### src/rtl/i2c_reg_seq.sv
// Register-access sequencer for a byte-level I2C master: expands one register
// read/write request into START/address/pointer/data/STOP byte commands and returns one response.
//
// state      | meaning
// IDLE       | ready for a request (req_ready_o high)
// ISSUE      | presenting the current step's byte command to the master
// WAIT       | byte in flight; waiting for m_done_i or the per-byte timeout
// ABORT      | presenting a STOP-only command after a NACK or timeout
// ABORT_WAIT | STOP in flight; waiting for m_done_i or the timeout
// RESP       | one-cycle response pulse
module i2c_reg_seq #(
  parameter int DEV_ADDR_WIDTH = 7,
  parameter int DATA_WIDTH     = 8,
  parameter int TMO_WIDTH      = 16
) (
  input  logic                      clk_i,
  input  logic                      s_rst_i,
  input  logic                      req_valid_i,
  output logic                      req_ready_o,
  input  logic                      req_rnw_i,
  input  logic [DEV_ADDR_WIDTH-1:0] req_dev_addr_i,
  input  logic [DATA_WIDTH-1:0]     req_reg_addr_i,
  input  logic [DATA_WIDTH-1:0]     req_wdata_i,
  input  logic [TMO_WIDTH-1:0]      timeout_i,
  output logic                      rsp_valid_o,
  output logic [DATA_WIDTH-1:0]     rsp_rdata_o,
  output logic [1:0]                rsp_err_o,
  output logic                      m_cmd_valid_o,
  input  logic                      m_cmd_ready_i,
  output logic [1:0]                m_cmd_op_o,
  output logic                      m_cmd_start_o,
  output logic                      m_cmd_stop_o,
  output logic [DATA_WIDTH-1:0]     m_cmd_data_o,
  input  logic                      m_done_i,
  input  logic                      m_ack_i,
  input  logic [DATA_WIDTH-1:0]     m_rdata_i
);

  localparam logic [1:0] OP_WRITE = 2'd0;
  localparam logic [1:0] OP_READ  = 2'd1;
  localparam logic [1:0] OP_STOP  = 2'd2;
  localparam logic [1:0] ERR_OK   = 2'd0;
  localparam logic [1:0] ERR_NACK = 2'd1;
  localparam logic [1:0] ERR_TMO  = 2'd2;

  typedef enum logic [2:0] {
    IDLE,
    ISSUE,
    WAIT,
    ABORT,
    ABORT_WAIT,
    RESP
  } state_t;

  state_t                  state, state_nxt;
  logic [1:0]              step, step_nxt;
  logic                    rnw_q;
  logic [DEV_ADDR_WIDTH-1:0] dev_q;
  logic [DATA_WIDTH-1:0]   reg_q;
  logic [DATA_WIDTH-1:0]   wdata_q;
  logic [DATA_WIDTH-1:0]   rdata_q, rdata_nxt;
  logic [1:0]              err_q, err_nxt;
  logic [TMO_WIDTH-1:0]    cnt_q, cnt_nxt, cnt_inc;
  logic                    ready_q;
  logic [1:0]              rsp_err_q;
  logic [DATA_WIDTH-1:0]   rsp_rdata_q;
  logic                    accept;
  logic                    last_step;
  logic                    tmo_hit;
  logic [1:0]              step_op;
  logic                    step_start;
  logic                    step_stop;
  logic [DATA_WIDTH-1:0]   step_data;

  // Byte command for the current step; the address byte carries R/W in its LSB.
  always_comb begin
    step_op    = OP_WRITE;
    step_start = 1'b0;
    step_stop  = 1'b0;
    step_data  = '0;
    case (step)
      2'd0: begin
        step_start = 1'b1;
        step_data  = DATA_WIDTH'({dev_q, 1'b0});
      end
      2'd1: step_data = reg_q;
      2'd2: begin
        if (rnw_q) begin
          step_start = 1'b1;
          step_data  = DATA_WIDTH'({dev_q, 1'b1});
        end else begin
          step_stop = 1'b1;
          step_data = wdata_q;
        end
      end
      default: begin
        step_op   = OP_READ;
        step_stop = 1'b1;
      end
    endcase
  end

  assign last_step = rnw_q ? (step == 2'd3) : (step == 2'd2);
  assign cnt_inc   = (cnt_q == '1) ? cnt_q : cnt_q + TMO_WIDTH'(1);
  assign tmo_hit   = (timeout_i != '0) && (cnt_inc >= timeout_i);

  always_comb begin
    state_nxt     = state;
    step_nxt      = step;
    err_nxt       = err_q;
    rdata_nxt     = rdata_q;
    cnt_nxt       = cnt_q;
    accept        = 1'b0;
    m_cmd_valid_o = 1'b0;
    m_cmd_op_o    = OP_WRITE;
    m_cmd_start_o = 1'b0;
    m_cmd_stop_o  = 1'b0;
    m_cmd_data_o  = '0;
    case (state)
      IDLE: begin
        if (ready_q && req_valid_i) begin
          accept    = 1'b1;
          state_nxt = ISSUE;
          step_nxt  = 2'd0;
          err_nxt   = ERR_OK;
          rdata_nxt = '0;
        end
      end
      ISSUE: begin
        m_cmd_valid_o = 1'b1;
        m_cmd_op_o    = step_op;
        m_cmd_start_o = step_start;
        m_cmd_stop_o  = step_stop;
        m_cmd_data_o  = step_data;
        if (m_cmd_ready_i) begin
          state_nxt = WAIT;
          cnt_nxt   = '0;
        end
      end
      WAIT: begin
        cnt_nxt = cnt_inc;
        if (m_done_i) begin
          if (step_op == OP_WRITE && !m_ack_i) begin
            err_nxt = ERR_NACK;
            // a NACK on the last byte already has STOP queued with it
            state_nxt = last_step ? RESP : ABORT;
          end else begin
            if (step_op == OP_READ) rdata_nxt = m_rdata_i;
            if (last_step) begin
              state_nxt = RESP;
            end else begin
              step_nxt  = step + 2'd1;
              state_nxt = ISSUE;
            end
          end
        end else if (tmo_hit) begin
          err_nxt   = ERR_TMO;
          state_nxt = ABORT;
        end
      end
      ABORT: begin
        m_cmd_valid_o = 1'b1;
        m_cmd_op_o    = OP_STOP;
        m_cmd_stop_o  = 1'b1;
        if (m_cmd_ready_i) begin
          state_nxt = ABORT_WAIT;
          cnt_nxt   = '0;
        end
      end
      ABORT_WAIT: begin
        cnt_nxt = cnt_inc;
        if (m_done_i || tmo_hit) state_nxt = RESP;
      end
      RESP:    state_nxt = IDLE;
      default: state_nxt = IDLE;
    endcase
  end

  always_ff @(posedge clk_i) begin
    if (s_rst_i) begin
      state       <= IDLE;
      step        <= 2'd0;
      rnw_q       <= 1'b0;
      dev_q       <= '0;
      reg_q       <= '0;
      wdata_q     <= '0;
      rdata_q     <= '0;
      err_q       <= ERR_OK;
      cnt_q       <= '0;
      ready_q     <= 1'b0;
      rsp_err_q   <= ERR_OK;
      rsp_rdata_q <= '0;
    end else begin
      state   <= state_nxt;
      step    <= step_nxt;
      rdata_q <= rdata_nxt;
      err_q   <= err_nxt;
      cnt_q   <= cnt_nxt;
      ready_q <= (state_nxt == IDLE);
      if (accept) begin
        rnw_q       <= req_rnw_i;
        dev_q       <= req_dev_addr_i;
        reg_q       <= req_reg_addr_i;
        wdata_q     <= req_wdata_i;
        rsp_err_q   <= ERR_OK;
        rsp_rdata_q <= '0;
      end else if (state_nxt == RESP && state != RESP) begin
        rsp_err_q   <= err_nxt;
        rsp_rdata_q <= (err_nxt == ERR_OK && rnw_q) ? rdata_nxt : '0;
      end
    end
  end

  assign req_ready_o = ready_q;
  assign rsp_valid_o = (state == RESP);
  assign rsp_err_o   = rsp_err_q;
  assign rsp_rdata_o = rsp_rdata_q;

endmodule

### config.mk
export PLATFORM = sky130hd
export DESIGN_NAME = i2c_reg_seq
export DESIGN_NICKNAME = d
export VERILOG_FILES = /design/src/rtl/i2c_reg_seq.sv
export SDC_FILE = /design/constraint.sdc
export NUM_CORES = 1
export LEC_CHECK = 0
export CELL_PAD_IN_SITES_DETAIL_PLACEMENT = 0
export CELL_PAD_IN_SITES_GLOBAL_PLACEMENT = 1
export CORE_MARGIN = 2
export CORE_UTILIZATION = 41
export CTS_CLUSTER_DIAMETER = 40
export DETAILED_ROUTE_END_ITERATION = 10
export PLACE_DENSITY = 0.91
export SLEW_MARGIN = 10
export SYNTH_ARGS = -nofsm -noshare
export SYNTH_HDL_FRONTEND = slang
export SYNTH_SLANG_ARGS = --single-unit
### constraint.sdc
create_clock -name clk_i -period 7.41 [get_ports clk_i]
set_input_delay 1.8525 -clock clk_i [delete_from_list [all_inputs] [get_ports clk_i]]
set_output_delay 1.8525 -clock clk_i [all_outputs]
set_load 0.005 [all_outputs]
==> impl_metrics.tcl, run 1 <==
set metrics [dict create \
    antenna_left 0 \
    first_pass_iters 5 \
    irDropWorstVdd_mv 0.0821 \
    cts_max_level 3 \
    grt_max_degree 42 \
    cp-endpoint "m_cmd_data_o[5]" \
    cts-hold-fix-buffers 0 \
    die-area_sq_um 10200 \
    drc_errors 0 \
    synth_cells 475 \
    dieHeight_um 101 \
    combPwrFrac_pct 13.6 \
    path_clk_slew_ns 0.07 \
    insertion_delay_ns 0.35 \
    wl_per_cell_um 14.9 \
    max_cap_violations 0 \
    place_congestion 0.876 \
    final_cell_mix "78 x nand2_1, 78 x clkdlybuf4s50_1, 66 x dfxtp_1, 44 x a21oi_1, 32 x nor2_1" \
    ff2ff_setup_slack_ns 3.55 \
    seq_power_share_pct 47.9 \
    cp.arrival_ns 2.51 \
    start_util_pct 42.0 \
    p_per_area_nw_per_um2 161 \
    swShare_pct 26.8 \
    crit_required_ns 5.56 \
    die_w_um 101 \
    fp-row-count 35 \
    ios 79 \
    ys_seq_area_share_pct 34.4 \
    avgSynthCellArea_sq_um 8.09 \
    setup_viol 0 \
    fin_skew_ns 0.00918 \
    final_nets 617 \
    synth_edf_count 0 \
    hold_slack_ns 0.459 \
    rsz0062_at_grt "no" \
    hold_class "register to register" \
    async_flop_share_pct 0 \
    crit_path_start_kind "register" \
    path_max_fanout 9 \
    crit_family "simple AND/OR/NAND/NOR gates" \
    cts_tree "done" \
    wl_met2_um 4650 \
    clk_path_buf_depth 2 \
    ctsResizeCount 0 \
    layout_min_cycle_time_ns 4.36 \
    power_switching_mw 0.209 \
    p_leak_nw 1.80 \
    globalRouteTotalUtil_pct 19.8 \
    antenna_found_initial 0 \
    drive_gt1_share_pct 8.78 \
    cp_num_buf_inv 2 \
    antennaDiodeCount 0 \
    outcome "finished, final reports clean" \
    drt_iter0_drc 219 \
    wl_um 9800 \
    p_int_mw 0.573 \
    crit_slowest_cell "nor2b_1" \
    vias_per_cell 5.51 \
    crit_type "register to output pin" \
    slowest_delay_ns 0.61 \
    ys_warn_count 0 \
    cts_buffers 9 \
    grt_pass1_wl_um 16100 \
    hold_viol 0 \
    cts.sinks 66 \
    core_area_sq_um 9150 \
    clock_power_share_pct 38.5 \
    finalSetupTns_ns 0 \
    slew_viol_final 0 \
    root_buffer "clkbuf_8" \
    post-route-util_pct 53.2 \
    slew_headroom_pct 19.4 \
    gr-total-overflow 0 \
    startpoint "step[0]" \
    dr_wl_met3_um 423 \
    dp.cells 642 \
    first_global_vias 3480 \
    syn_to_final_growth_pct 26.6 \
    r2r-end "rsp_err_o[0]" \
    max_freq_ghz 0.229 \
    end_kind "output pin" \
    dominantRegCellSynth "dfxtp_1" \
    rr_startpoint "cnt_q[2]" \
    vias 3625 \
    maxUsedRoutingLayer "met4" \
    wl_met1_um 4580 \
    synth_cell_types 67 \
    postCtsSetupRepairBufs 0 \
    worstSetupPathDepth 6 \
    io_buffers 78 \
    ys_ff_latch 66 \
    ff2ff_path_depth 11 \
    instances_no_fill 658 \
    dp_hpwl_um 7200 \
    period_share_pct 58.8 \
    worst_pin_slew_ns 1.21 \
    syn_area_sq_um 3840 \
    worstPathCellList "inv_1, ha_1, nor2b_1, a222oi_1, nor2_1, clkdlybuf4s50_1" \
    synth_fp_nets 550 \
]
cell usage after synthesis (2+ instances only):
library cell  instances  area [sq um]
a21o_1                4          30.0
a21oi_2               2          17.5
nor4_1                5          31.3
o21ai_2               2          17.5
a222oi_1              7          70.1
o31a_1                2          17.5
and4_1                3          26.3
nand2_1              78           293
and2_1               11          68.8
clkbuf_1             14          52.6
o21a_1                2          15.0
nor2_1               32           120
nor2_2                2          12.5
nor3b_1               2          15.0
nor3_1                8          40.0
a22o_1                4          35.0
a21oi_1              44           220
o22ai_1               2          12.5
buf_2                 7          35.0
inv_1                26          97.6
nand3_1              14          70.1
dfxtp_1              66          1320
a31oi_1               8          50.1
ha_1                 21           263
buf_1                 2          7.51
o21ai_0               4          20.0
xnor2_1               8          70.1
a22o_2                8          80.1
nand4_1              14          87.6
nand2b_1              7          43.8
o21ai_1               7          35.0
xor2_1                4          35.0
o31ai_1              12          90.1
nor2b_1               8          50.1
mux2i_1               3          30.0
per-stage QoR:
stage,setup slack (ns),total power [mW],area [sq um]
floorplan,3.73,0.439,3840
global route,2.84,0.820,4870
global placement,3.00,0.488,4670
finish,3.05,0.782,4870
detailed placement,2.93,0.489,4670
CTS,3.04,0.790,4870
final cells by class:
| class | count | area, sq um |
|---|---|---|
| Inverter | 27 | 101 |
| Fill cell | 853 | 4290 |
| Clock buffer | 10 | 128 |
| Sequential cell | 66 | 1320 |
| Multi-Input combinational cell | 357 | 2310 |
| Clock inverter | 6 | 67.6 |
| Tap cell | 111 | 139 |
| Timing Repair Buffer | 81 | 803 |
worst min path at each step:
stage / startpoint / to / slack (ns) / depth (start not counted)
floorplan: wdata_q[0] / wdata_q[0] / 0.43 / 2
global placement: wdata_q[0] / wdata_q[0] / 0.44 / 2
detailed placement: dev_q[0] / dev_q[0] / 0.45 / 2
CTS: dev_q[0] / dev_q[0] / 0.46 / 2
global route: reg_q[4] / reg_q[4] / 0.47 / 2
finish: dev_q[0] / dev_q[0] / 0.46 / 2
per-layer routing:
metal | vias up | global-route usage [%]
met5 | - | 0
met4 | 0 | 6.11
met3 | 13 | 4.85
met2 | 83 | 31.8
met1 | 1694 | 26.1
li1 | 1835 | -
logic make-up after synthesis:
logic type	share of synthesized area (%)
fa+ha+maj	6.84
compound gates	24.1
flops	34.4
buf+inv	5.60
mux	1.37
simple gates	25.0
xor+xnor	2.73
power by group through the flow:
stage	clock network, mW	registers (mW)	logic (mW)
floorplan	0	0.378	0.0601
global placement	0	0.382	0.105
detailed placement	0	0.383	0.107
CTS	0.308	0.375	0.107
global route	0.325	0.376	0.118
finish	0.301	0.375	0.106
tightest hold or removal path, delay by kind of cell (launching register included):
kind             cells  cell delay (ns)
AND/OR/NAND/NOR      1             0.05
AO/OA/AOI/OAI        1             0.05
flip-flops           1             0.31
state kept, by name (all words and copies together), names as in the netlist:
signal	cells
cnt_q	16
dev_q	7
err_q	2
rdata_q	8
reg_q	8
req_ready_o	1
rnw_q	1
rsp_err_o	2
rsp_rdata_o	8
state	3
step	2
wdata_q	8
Power figures use the tool's default switching activity.
==> run 2, diff against run 1 <==
Settings changed: CORE_UTILIZATION 41 to 34, PLACE_DENSITY 0.91 to 0.81.
Clock period 7.41 ns to 3.5 ns, I/O delays scaled along.
==> run 2 against run 1 <==
  * Clock power rose to 2.8 times the previous value
  * Clock skew fell by 0.0013 ns
  * Routed wire length is 6.4% higher
  * Clock-buffer cell count rose by 2
  * Worst hold slack barely moved
  * Global-route usage down 1.8 points
==> impl_metrics.tcl, run 2 (synthesized netlist as in run 1, its figures left out) <==
set metrics [dict create \
    power_mw 1.87 \
    regMostFlops "cnt_q" \
    first_pass_iters 5 \
    wl_per_cell_um 14.6 \
    dieHeight_um 110 \
    grt_pass1_wl_um 17100 \
    vias 3763 \
    final_nets 642 \
    r2r-end "rsp_err_o[0]" \
    cts_max_level 3 \
    max_cap_violations 0 \
    period_share_pct 95.2 \
    layout_commonest_cell "clkdlybuf4s50_1" \
    core_area_sq_um 10900 \
    wl_um 10400 \
    drive_gt1_share_pct 15.6 \
    end_kind "register" \
    outcome "finished, final reports clean" \
    gr-total-overflow 0 \
    p_int_mw 1.41 \
    fin_skew_ns 0.00784 \
    antenna_left 0 \
    ff2ff_path_depth 12 \
    hold_class "register to register" \
    crit_required_ns 3.72 \
    io_buffers 78 \
    layout_min_cycle_time_ns 3.33 \
    seq_power_share_pct 42.5 \
    path_max_fanout 7 \
    globalRouteTotalUtil_pct 18.0 \
    final_cell_mix "78 x clkdlybuf4s50_1, 77 x nand2_1, 62 x dfxtp_1, 43 x a21oi_1, 31 x nor2_1" \
    rr_startpoint "cnt_q[5]" \
    max_freq_ghz 0.300 \
    setup_viol 0 \
    cts.sinks 66 \
    holdPathEnd "cnt_q[5]" \
    cp.arrival_ns 3.55 \
    die-area_sq_um 12200 \
    drc_errors 0 \
    min-delay-start "cnt_q[5]" \
    swShare_pct 24.8 \
    grt_max_degree 41 \
    antenna_found_initial 0 \
    power_switching_mw 0.463 \
    drt_iter0_drc 137 \
    die_w_um 110 \
    largest_register_ffs 16 \
    dp_hpwl_um 7890 \
    syn_to_final_growth_pct 36.4 \
    clock_power_share_pct 45.0 \
    p_leak_nw 1.98 \
    fp-row-count 38 \
    place_congestion 0.777 \
    root_buffer "clkbuf_16" \
    n_fill_cell 1118 \
    slew_headroom_pct 59.0 \
    p_per_area_nw_per_um2 357 \
    irDropWorstVdd_mv 0.212 \
    insertion_delay_ns 0.33 \
    slew_viol_final 0 \
    crit_path_start_kind "register" \
    combPwrFrac_pct 12.5 \
    clk_path_buf_depth 2 \
    crit_type "register to register" \
    hold_path_depth 1 \
    first_global_vias 3683 \
    vias_per_cell 5.29 \
    cts_buffers 9 \
    worst_pin_slew_ns 0.615 \
    regArea_sq_um 1330 \
    ios 79 \
    cts-hold-fix-buffers 0 \
    path_clk_slew_ns 0.05 \
    antennaDiodeCount 0 \
    post-route-util_pct 47.9 \
    multiInputGateArea_sq_um 2360 \
    cts_tree "done" \
    hold_viol 0 \
    ff2ff_setup_slack_ns 0.17 \
    start_util_pct 35.1 \
]
==> run 2: layout make-up <==
type | count | share of cell area [%]
Multi-Input combinational cell | 357 | 45.1
Sequential cell | 66 | 25.3
Timing Repair Buffer | 106 | 18.9
Clock buffer | 12 | 4.89
Tap cell | 140 | 3.34
Inverter | 27 | 1.93
Clock inverter | 4 | 0.501
==> run 2: power by group through the flow <==
stage | combinational, mW | clock [mW] | sequential [mW]
3_3_place_gp | 0.231 | 0 | 0.809
3_5_place_dp | 0.233 | 0 | 0.810
6_report | 0.233 | 0.842 | 0.794
4_1_cts | 0.235 | 0.859 | 0.793
2_1_floorplan | 0.127 | 0 | 0.801
5_1_grt | 0.258 | 0.897 | 0.796
==> run 2: repair_timing <==
| item | CTS | global route |
|---|---|---|
| buffers inserted | 0 | 3 |
| setup endpoints to repair | 0 | 9 |
| resized for setup | 0 | 17 |
==> run 2: layer usage <==
layer / routed length [um] / track usage [%] / vias to the layer above
li1: - / - / 1891
met1: 4680 / 22.7 / 1745
met2: 4890 / 29.5 / 105
met3: 560 / 3.53 / 22
met4: 290 / 8.30 / 0
met5: 0 / 0 / -
==> run 2: stage by stage <==
stage          cells  setup WS [ns]  hold WS (ns)  instance area [sq um]  setup TNS [ns]
4_1_cts          709         0.0675         0.457                   5160               0
2_1_floorplan    475          0.188         0.433                   3840               0
5_1_grt          712        -0.0317         0.468                   5240         -0.0841
3_5_place_dp     693         0.0728         0.449                   4870               0
3_3_place_gp     693          0.162         0.443                   4870               0
6_report         712          0.169         0.459                   5240               0
==> run 2: worst max-delay path by stage <==
stage	from	end	cells past startpoint
finish	cnt_q[5]	rsp_err_o[0]	12
global route	cnt_q[5]	rsp_rdata_o[7]	13
CTS	cnt_q[5]	rsp_err_o[0]	12
detailed placement	timeout_i[15]	rsp_rdata_o[3]	9
global placement	timeout_i[15]	rsp_rdata_o[0]	10
floorplan	cnt_q[2]	rsp_rdata_o[0]	14
==> run 2: critical path, stage by stage (launching register included) <==
cell	delay [ns]
dfxtp_2	0.35
and4_4	0.24
and4_1	0.24
buf_4	0.17
nand2_2	0.09
mux2_2	0.29
ha_1	0.28
nor2b_1	0.14
o211ai_1	0.32
a311oi_4	0.18
o31a_4	0.33
o21a_1	0.23
a2111oi_4	0.37
==> run 3, diff against run 2 <==
Settings changed: CORE_UTILIZATION 34 to 38, PLACE_DENSITY 0.81 to 0.85, SLEW_MARGIN 10 to 20.
Clock period 3.5 ns to 3.62 ns, I/O delays scaled along.
==> run 3 against run 2 <==
  * Worst hold slack gained 0.00066 ns
  * Via count shrank 1.8%
  * Global-route usage grew 1.2 points
  * Maximum frequency shrank 4.0%
  * Core utilization grew 4.0 points
  * Critical path depth shrank 1
  * Clock-buffer cell count is the same
  * Sequential share of layout area grew 0.80 points
  * Die area shrank 10%
  * Non-clock buffer count shrank 8
  * First-iteration DRC count grew 37%
==> impl_metrics.tcl, run 3 (synthesized netlist as in run 1, its figures left out) <==
set metrics [dict create \
    globalRouteTotalUtil_pct 19.2 \
    fp-row-count 36 \
    antennaDiodeCount 0 \
    vias 3697 \
    vias_per_cell 5.30 \
    gr-total-overflow 0 \
    multiInputGateArea_sq_um 2380 \
    cts-hold-fix-buffers 0 \
    worst_pin_slew_ns 0.834 \
    grt_max_degree 40 \
    final_cell_mix "78 x clkdlybuf4s50_1, 77 x nand2_1, 63 x dfxtp_1, 42 x a21oi_1, 31 x nor2_1" \
    min-delay-start "wdata_q[7]" \
    swShare_pct 27.6 \
    antenna_left 0 \
    power_mw 1.55 \
    final_nets 634 \
    io_buffers 78 \
    dieHeight_um 105 \
    cts_max_level 3 \
    p_int_mw 1.12 \
    wl_per_cell_um 15.2 \
    seq_power_share_pct 49.4 \
    rsz0062_at_grt "no" \
    end_kind "register" \
    max_freq_ghz 0.288 \
    cts_tree "done" \
    insertion_delay_ns 0.34 \
    path_max_fanout 8 \
    drc_errors 0 \
    core_area_sq_um 9770 \
    rr_startpoint "cnt_q[4]" \
    p_per_area_nw_per_um2 306 \
    die_w_um 105 \
    startpoint "cnt_q[4]" \
    combPwrFrac_pct 14.5 \
    first_global_vias 3595 \
    layout_commonest_cell "clkdlybuf4s50_1" \
    clk_path_buf_depth 2 \
    syn_to_final_growth_pct 32.1 \
    crit_required_ns 3.88 \
    setup_viol 0 \
    root_buffer "clkbuf_8" \
    largest_register_ffs 16 \
    n_fill_cell 986 \
    max_cap_violations 0 \
    power_switching_mw 0.428 \
    slew_viol_final 0 \
    pre_cts_ws_ns 0.106 \
    grt_pass1_wl_um 17300 \
    crit_path_start_kind "register" \
    hold_slack_ns 0.459 \
    wl_um 10600 \
    place_congestion 0.888 \
    p_leak_nw 1.91 \
    irDropWorstVdd_mv 0.167 \
    slew_headroom_pct 44.4 \
    ios 79 \
    outcome "finished, final reports clean" \
    post-route-util_pct 51.9 \
    setup_ws_ns 0.148 \
    finalSetupTns_ns 0 \
    layout_min_cycle_time_ns 3.47 \
    start_util_pct 39.3 \
    drive_gt1_share_pct 14.5 \
    cts.sinks 66 \
    crit_type "register to register" \
    drt_iter0_drc 188 \
    dp_hpwl_um 7690 \
    first_pass_iters 6 \
    regMostFlops "cnt_q" \
    die-area_sq_um 10900 \
    path_clk_slew_ns 0.08 \
    hold_viol 0 \
    hold_class "register to register" \
    cts_buffers 9 \
    clock_power_share_pct 36.1 \
    antenna_found_initial 0 \
    regArea_sq_um 1330 \
    cp.arrival_ns 3.73 \
    period_share_pct 95.9 \
    fin_skew_ns 0.00995 \
]
run 3: changes by cell type in the layout (fill, tap and decap cells not counted), moves of 2 or more:
cell,previous run,this run
buf_4,28,20
clkbuf_16,9,0
clkbuf_8,2,10
nor3_2,2,0
o31ai_1,8,6
o31ai_2,5,7
run 3: worst paths after layout:
| path | to | slack, ns | depth (start not counted) |
|---|---|---|---|
| setup / recovery | rsp_rdata_o[4] | 0.15 | 11 |
| hold / removal | wdata_q[7] | 0.46 | 2 |
| setup reg to reg | rsp_rdata_o[4] | 0.15 | 11 |
| hold reg to reg | wdata_q[7] | 0.46 | 2 |
run 3: metrics by stage:
stage / area (sq um) / std cells
4_1_cts: 4980 / 694
2_1_floorplan: 3840 / 475
5_1_grt: 5080 / 697
3_5_place_dp: 4800 / 678
6_report: 5080 / 697
3_3_place_gp: 4800 / 678
run 3: cell type report:
| class | count | area share (%) |
|---|---|---|
| Clock inverter | 4 | 0.518 |
| Timing Repair Buffer | 98 | 18.3 |
| Sequential cell | 66 | 26.1 |
| Clock buffer | 12 | 2.86 |
| Multi-Input combinational cell | 357 | 46.9 |
| Tap cell | 133 | 3.28 |
| Inverter | 27 | 2.00 |
run 3: power by group through the flow:
stage / clock network (mW) / logic, mW / registers [mW]
2_1_floorplan: 0 / 0.123 / 0.775
3_3_place_gp: 0 / 0.220 / 0.782
3_5_place_dp: 0 / 0.223 / 0.783
4_1_cts: 0.576 / 0.224 / 0.766
5_1_grt: 0.611 / 0.247 / 0.769
6_report: 0.561 / 0.225 / 0.767
run 3: what timing repair did:
| item | in CTS | in global routing |
|---|---|---|
| setup buffers | 0 | 3 |
| gates resized for setup | 0 | 21 |
| endpoints found under the setup margin | 0 | 10 |
run 3: critical path, stage by stage, from the launching register on:
cell,delay (ns)
dfxtp_2,0.37
and4_4,0.24
and4_4,0.29
nand4_1,0.16
mux2_1,0.38
ha_1,0.30
nand4_2,0.12
or3_4,0.43
a311oi_4,0.39
o31a_4,0.21
o2111ai_4,0.20
o31ai_1,0.29
run 3: layer usage:
| layer | part of all wire [%] | GRT usage, % |
|---|---|---|
| met1 | 47 | 25.0 |
| met5 | 0 | 0 |
| met2 | 48 | 32.2 |
| met4 | 0.80 | 4.10 |
| met3 | 4.3 | 4.74 |
